<file path="src/rtl/vid_mem_arb.sv">
// vid_mem_arb: shares one memory port between line-buffer scan fetches and single-word host writes.
module vid_mem_arb #(
  parameter logic [11:0] ACTIVE_H   = 12'd1920,
  parameter logic [10:0] ACTIVE_V   = 11'd1080,
  parameter logic [10:0] TOTAL_V    = 11'd1125,
  parameter logic [8:0]  LINE_WORDS = 9'd480
) (
  input  logic        clk,
  input  logic        reset,
  input  logic [11:0] hcnt,
  input  logic [10:0] vcnt,
  input  logic        host_req,
  input  logic [19:0] host_addr,
  input  logic [31:0] host_wdata,
  output logic        host_ack,
  output logic        mem_req,
  output logic        mem_we,
  output logic [19:0] mem_addr,
  output logic [31:0] mem_wdata,
  input  logic [31:0] mem_rdata,
  input  logic        mem_ack,
  output logic        lb_we,
  output logic [8:0]  lb_addr,
  output logic [31:0] lb_wdata,
  output logic        busy,
  output logic        underrun
);
  typedef enum logic [1:0] {IDLE, SCAN, HOST} state_t;
  state_t      r_state, w_next;
  logic        r_pend;
  logic [8:0]  r_wcnt;
  logic [19:0] r_saddr;
  logic [10:0] w_next_line;
  logic        w_trig, w_scan_ack, w_host_done, w_last;
  logic [19:0] w_saddr_inc;
  assign w_next_line = (vcnt == TOTAL_V - 11'd1) ? 11'd0 : vcnt + 11'd1;
  assign w_trig      = (hcnt == ACTIVE_H) && (w_next_line < ACTIVE_V);
  assign w_scan_ack  = (r_state == SCAN) && mem_ack;
  assign w_host_done = (r_state == HOST) && mem_ack;
  assign w_last      = r_wcnt == LINE_WORDS - 9'd1;
  assign w_saddr_inc = r_saddr + {19'd0, w_scan_ack};
  assign busy        = r_pend;
  // Every scan word passes through IDLE, which forces the gap in mem_req;
  // the registered host_ack blocks re-entering HOST on the request just served.
  always_comb begin
    w_next    = r_state;
    mem_req   = r_state != IDLE;
    mem_we    = r_state == HOST;
    mem_addr  = (r_state == SCAN) ? r_saddr : (r_state == HOST) ? host_addr : 20'd0;
    mem_wdata = (r_state == HOST) ? host_wdata : 32'd0;
    if (r_state == IDLE)
      w_next = r_pend ? SCAN : (host_req && !host_ack) ? HOST : IDLE;
    else if (r_state == SCAN)
      w_next = (mem_ack || w_trig) ? IDLE : SCAN;
    else
      w_next = mem_ack ? IDLE : HOST;
  end
  always_ff @(posedge clk) begin
    if (!reset) begin
      r_state  <= IDLE;
      r_pend   <= 1'b0;
      r_wcnt   <= 9'd0;
      r_saddr  <= 20'd0;
      host_ack <= 1'b0;
      lb_we    <= 1'b0;
      lb_addr  <= 9'd0;
      lb_wdata <= 32'd0;
      underrun <= 1'b0;
    end else begin
      r_state  <= w_next;
      host_ack <= w_host_done;
      lb_we    <= w_scan_ack;
      r_saddr  <= w_saddr_inc;
      if (w_scan_ack) begin
        lb_addr  <= r_wcnt;
        lb_wdata <= mem_rdata;
        r_wcnt   <= w_last ? 9'd0 : r_wcnt + 9'd1;
        if (w_last) r_pend <= 1'b0;
      end
      if (w_trig) begin
        r_pend <= 1'b1;
        r_wcnt <= 9'd0;
        r_saddr <= (w_next_line == 11'd0) ? 20'd0 : w_saddr_inc;
        if (r_pend && !(w_scan_ack && w_last)) underrun <= 1'b1;
      end
    end
  end
endmodule

</file>
<file path="config.mk">
export PLATFORM = sky130hd
export DESIGN_NAME = vid_mem_arb
export DESIGN_NICKNAME = d
export VERILOG_FILES = /design/src/rtl/vid_mem_arb.sv
export SDC_FILE = /design/constraint.sdc
export NUM_CORES = 1
export LEC_CHECK = 0
export BUFFER_PORTS_ARGS = -buffer_cell sky130_fd_sc_hd__buf_2
export CAP_MARGIN = 20
export CORE_MARGIN = 4
export CORE_UTILIZATION = 35
export CTS_CLUSTER_DIAMETER = 100
export DETAILED_ROUTE_END_ITERATION = 6
export PLACE_DENSITY_LB_ADDON = 0.25
export SLEW_MARGIN = 10
export SYNTH_ARGS = -nofsm -noshare
export SYNTH_HDL_FRONTEND = slang
export SYNTH_SLANG_ARGS = --single-unit
</file>
<file path="constraint.sdc">
create_clock -name clk -period 2.79 [get_ports clk]
set_clock_uncertainty 0.1 [all_clocks]
set_input_delay 0.1395 -clock clk [delete_from_list [all_inputs] [get_ports clk]]
set_output_delay 0.1395 -clock clk [all_outputs]
set_load 0.01 [all_outputs]
</file>
; ---- Word level (Yosys, flattened, before mapping)
; Cells that the tools add are included.
[classes]
n_addsub = 3
n_mul = 0
n_div = 0
order_cmp = 1
eq_ne = 5
n_shift = 0
mux = 16
bitwise_logic = 1
reduce_logical = 17
[op_table]
columns = cell, count
row1 = two-way mux 20 bit, 4
row2 = two-way mux 32 bit, 1
row3 = adder 20 x 1 -> 20 bit, 1
row4 = == test 12 x 11 -> 1 bit (second input constant), 1
row5 = adder 11 x 1 -> 11 bit (second input constant), 1
row6 = == test 11 bit (second input constant), 1
row7 = zero test 11 bit, 1
row8 = < comparator 11 bit (second input constant), 1
row9 = two-way mux 11 bit, 1
row10 = two-way mux 2 bit, 5
row11 = adder 9 x 1 -> 9 bit (second input constant), 1
row12 = == test 9 bit (second input constant), 1
row13 = two-way mux 9 bit, 1
row14 = logical AND 1 bit, 6
row15 = nonzero test 2 bit, 3
row16 = two-way mux 1 bit, 4
row17 = AND reduction 2 bit, 2
row18 = == test 2 x 1 -> 1 bit (second input constant), 1
row19 = == test 2 bit (second input constant), 1
row20 = zero test 1 bit, 2
row21 = zero test 2 bit, 1
row22 = OR reduction 2 bit, 1
row23 = logical OR 1 bit, 1
row24 = NOT 1 bit, 1
[totals]
ff_bits = 76
latchBits = 0
ram_bits = 0
romBits = 0
inputBits = 111
output_inout_bits = 99
elab_cells = 52
memories = 0

; ---- Logic depth before layout (Yosys ltp)
[logic_depth]
ltp_word = 8
depth_mapped = 12
depth_no_buf = 10

; ---- Least setup slack after synthesis
; No wires, ideal clock.
[synth_timing]
kind = flip-flop to flip-flop
from = register r_state[1]
to = register r_saddr[17]
setup_time_ns = 0.115
arrival_time_ns = 2.290
required_ns = 2.575
slack_ns = 0.285
stages_incl_launch_ff = 13
n_path_buf = 2
synth_period_minus_slack_ns = 2.505
path_cell_list = dfxtp_1 > and2b_1 > nand2_1 > inv_2 > buf_2 > buf_2 > ha_1 > and2_1 > nand4_1 > nor3_1 > nand3_1 > xor2_1 > nor2_2
[synth_via]
elab_chain_cells = 5
[synth_lines]
columns = element, line_no
row1 = start: declaration, 29  ; state_t r_state, w_next;
row2 = start signal: assignment, 70  ; r_state <= w_next;
row3 = == test 2 x 1 -> 1 bit *, 38  ; assign w_scan_ack = (r_state == SCAN) && mem_ack;
row4 = logical AND 1 bit *, 38
row5 = named net w_scan_ack, 34  ; logic w_trig, w_scan_ack, w_host_done, w_last;
row6 = adder 20 x 1 -> 20 bit *, 41  ; assign w_saddr_inc = r_saddr + {19'd0, w_scan_ack};
row7 = two-way mux 20 bit, 83  ; r_saddr <= (w_next_line == 11'd0) ? 20'd0 : w_saddr_inc;
row8 = two-way mux 20 bit *, 80  ; if (w_trig) begin
row9 = end signal: assignment, 73  ; r_saddr <= w_saddr_inc;
row10 = end signal: assignment, 83
row11 = end: declaration, 32  ; logic [19:0] r_saddr;
; Mark *: on every way through the listed nets, which the timed path passes. The rest lies on a longest branch.
; A chain may end at the register's enable or synchronous reset.

; ---- Worst setup path after layout
[layout_timing]
from = register r_state[0]
to = register underrun
[layout_via]
elab_chain_cells = 6
[layout_lines]
columns = element, line_no
row1 = == test 2 x 1 -> 1 bit, 38
row2 = logical AND 1 bit, 38
row3 = logical AND 1 bit, 84  ; if (r_pend && !(w_scan_ack && w_last)) underrun <= 1'b1;
row4 = zero test 1 bit, 84
row5 = logical AND 1 bit, 84
row6 = AND reduction 2 bit (no line), -
row7 = end signal: assignment, 68  ; underrun <= 1'b0;
row8 = end signal: assignment, 84
row9 = end: declaration, 26  ; output logic underrun
; Every way passes these cells.

==> impl.org <==
** Yosys
- EDFF count, synth :: 0
- Largest cells by area after synthesis :: dfxtp_1, nand2_1, a21boi_0
- Synthesized area per cell :: 8.44 sq um
- For this run, the leading register cell type out of synthesis is dfxtp_1.
- Post-synthesis async set-or-reset flop share :: 0%
- The cell area that synthesis handed to floorplanning was 3940 sq um.
- Number of synthesized register bits :: 76
- Synthesis handed over a netlist of 467 instances.
- The synthesized design devotes to its leading area cell type 38.6% of total area.
- For this run, the number of Yosys warnings is 0.
- Counting every net in the synthesized netlist gives 583.
- Of the synthesized area, sequential elements account for 38.6%.
- After synthesis, the netlist uses 55 different library cells.
- The biggest area contributor in the post-synthesis netlist is dfxtp_1.

** STA
- Slew margin rel. :: 47.3%
- Max-slew violation total from the final report :: 0
- At the pin with the least slew margin, the transition time is 0.791 ns.
- Setup repair after global routing left no endpoint under its margin.
- Subtracting the final worst setup slack from the clock period gives 2.25 ns.
- After routing, the total negative slack on setup checks comes to 0 ns.
- Based on the critical path, the design can be clocked at up to 445 MHz.
- Setup violations remaining at the end of the flow were counted as 0.
- Number of hold-slack violations in the final timing report :: 0
- Of the available clock period, the critical path in the final layout requires 80.6%.

** Clock tree
- The number of clock buffers added by TritonCTS is 9.
- Maximum clock path buffer count :: 2
- Clock latency reported for the late side of the worst-skew pair :: 0.33 ns
- Clock tree from TritonCTS :: done
- CTS H-tree depth :: 3
- Post-cts sizing count :: 0
- Clock sink count :: 76
- After clock tree synthesis, the clock-pin slew on the worst setup and hold paths is 0.06 ns.
- Buffer cell driving the clock tree root :: clkbuf_16

** Power and ir drop
- Total power for the finished layout comes to 2.55 mW.
- In this run switching power makes up 22.2% of total power.
- The worst-case IR drop observed on VDD is 0.000480 V.
- Power spread over the standard cell area amounts to 449 nW/um^2.
- Internal portion of total power :: 1.99 mW
- P_leak :: 2.61 nW
- Sequential fraction of design power :: 42.7%
- P_sw :: 0.565 mW
- Proportion of power drawn by combinational gates :: 11.9%
- Of the total power, the clock network draws 45.4%.

** GRT
- The total overflow left after global routing is 0.
- The number of global-route vias before repair came to 3935.
- First-pass GRT wire length :: 18000 um
- The number of antenna violations at the first check in global routing came to 0.
- Total global-route track usage :: 17.1%
- Maximum number of pins on one net before global-route repair :: 55

** Route
- Summing over every cut layer, the via total after detailed routing is 4029.
- The first TritonRoute pass finished after 4 iterations.
- Remaining design rule violation count :: 0
- Drt via density :: 4.80
- The count of nets left with antenna violations once routing finished came out at 0.
- Post-DR wirelength/cell :: 13.5 um
- Count of routing violations after the opening detailed-route iteration :: 214
- The final layout contains routed wiring with a total length of 11300 um.

** Floorplan
- The die is 114 um wide.
- The die covers 13000 sq um.
- After floorplanning, the core was sized to cover 10900 sq um.
- Initial Utilization :: 36.1%
- In this run the vertical extent of the chip is 114 um.
- Core Rows :: 38
- I/O pin total :: 210

** Critical path
- The most critical setup path has its startpoint at r_state[0].
- Register-to-register path setup slack :: 0.54 ns
- The critical path goes through and2b_1, nand2_1, inv_2, buf_4, nand3_1, nor3b_1, nor2b_1, nor3b_2, o21a_1.
- The largest single stage delay on the critical path is 0.40 ns.
- The most critical setup path has its endpoint at underrun.
- Maximum net fanout on the critical path :: 47
- Critical path class :: reg -> reg
- The worst register-to-register path begins at r_state[0].
- For this design, the slowest cell found on the critical path is dfxtp_1.
- STA classifies the critical path startpoint as a register.
- At the worst endpoint, the arrival time is 2.38 ns.
- Kind of end point of the critical path :: register
- Data required time of the critical path :: 2.92 ns
- Counting cells, the worst reg-to-reg path comes to 9.
- Crit Reg-Reg Endpoint :: underrun

** Final layout
- Fillers :: 1010
- Commonest cells after routing, fill and taps aside :: buf_2, nand2_1, dfxtp_1, a21boi_0, and2_1
- The repair_antennas step left the layout with diodes totalling 0.
- Fraction of final layout cells with drive strength greater than 1 :: 38.3%
- Most frequent standard cell in the layout excluding fill and tap cells :: buf_2
- The net count of the finished layout is 812.
- Relative to the synthesized area, the layout overhead comes to 44.2%.

** Placed design
- During placement, the flow inserted port buffers numbering 209.
- Post-DP HPWL :: 8290 um
- The congestion estimate from routability-driven global placement came to 0.840.

** Hold path
- The worst hold path belongs to the class in -> reg.

** Flow run
- Max Cap Viol :: 0

** Outcome
- Status :: finished clean
-- routing by layer --
metal | track usage, % | wire length (um) | up-vias
met3 | 3.38 | 952 | 20
met5 | 0 | 0 | -
li1 | - | - | 2051
met2 | 29.8 | 5390 | 163
met4 | 8.87 | 286 | 0
met1 | 19.8 | 4720 | 1795
-- how the worst min path moves through the flow --
stage	from	to	slack, ns	cells after the start
global route	mem_ack	host_ack	0.02	2
finish	mem_rdata[4]	lb_wdata[4]	0.007	3
CTS	mem_rdata[4]	lb_wdata[4]	0.007	3
detailed placement	mem_rdata[28]	lb_wdata[28]	0.30	3
global placement	mem_rdata[25]	lb_wdata[25]	0.29	3
floorplan	mem_rdata[12]	lb_wdata[12]	0.18	2
-- cell usage after synthesis, types with 2 or more instances --
master and instances:
and4b_1 2, and2_1 34, and3_1 11, nor3b_2 2
nor4_1 2, o21a_1 2, xor2_1 20, nor2_2 20
nand4_1 10, nor2_1 16, nor3b_1 3, dfxtp_1 76
a31oi_1 2, nand4_2 2, buf_1 3, nor4_2 2
nand2_1 100, a21oi_1 4, nand2b_1 2, nor4b_1 3
a22o_1 20, inv_2 2, o21ai_2 2, buf_2 4
xnor2_1 5, a21boi_0 43, nor3_1 2, buf_6 4
nor2b_1 6, and4_1 2, ha_1 5, clkbuf_1 17
inv_1 6, nand3_1 12
-- sequential cells by signal, indices dropped and copies added, names as in the netlist --
| register | cells |
|---|---|
| busy | 1 |
| host_ack | 1 |
| lb_addr | 9 |
| lb_wdata | 32 |
| lb_we | 1 |
| r_saddr | 20 |
| r_state | 2 |
| r_wcnt | 9 |
| underrun | 1 |
-- what timing repair did --
action                    CTS  global route
hold buffers               32             0
hold endpoints to repair   32             0
buffers inserted            0             0
-- area by class of cell --
class,instances,area (sq um),area share (%)
flip-flops and latches,76,1520,26.7
multi-input cells,355,2250,39.6
repair buffers,246,1400,24.7
inverters,8,30.0,0.528
clock inverters,3,46.3,0.814
clock buffers,12,256,4.51
well taps,140,175,3.08
-- power groups by stage --
stage / Clock [mW] / Sequential, mW / Combinational, mW
after floorplan: 0 / 1.11 / 0.135
after global placement: 0 / 1.11 / 0.264
after detailed placement: 0 / 1.11 / 0.269
after CTS: 1.19 / 1.09 / 0.305
after global routing: 1.22 / 1.09 / 0.333
final: 1.16 / 1.09 / 0.304
-- stage by stage --
stage,std cells,utilization [%],setup WS (ns),hold WS (ns),instance area (sq um)
finish,840,52.0,0.541,0.00703,5690
global route,840,52.0,0.335,0.0229,5690
CTS,840,52.0,0.537,0.00712,5690
detailed placement,793,46.3,0.516,0.301,5060
global placement,793,46.3,0.567,0.294,5060
floorplan,467,-,0.285,0.184,3940
-- logic make-up after synthesis --
logic type / after synthesis / synth area share, %
and+or+nand+nor: 237 / 31.6
AOI/OAI and AO/OA: 88 / 18.3
buffers and inverters: 36 / 4.31
xor gates and xnor gates: 25 / 5.55
adders and majority gates: 5 / 1.59
DFF: 76 / 38.6
-- critical path, delay by kind of cell, from the launching register on --
kind / cells / cell delay [ns]
compound gates: 1 / 0.18
simple gates: 6 / 0.98
flops: 1 / 0.40
buf+inv: 2 / 0.45
Power figures use the tool's default switching activity.
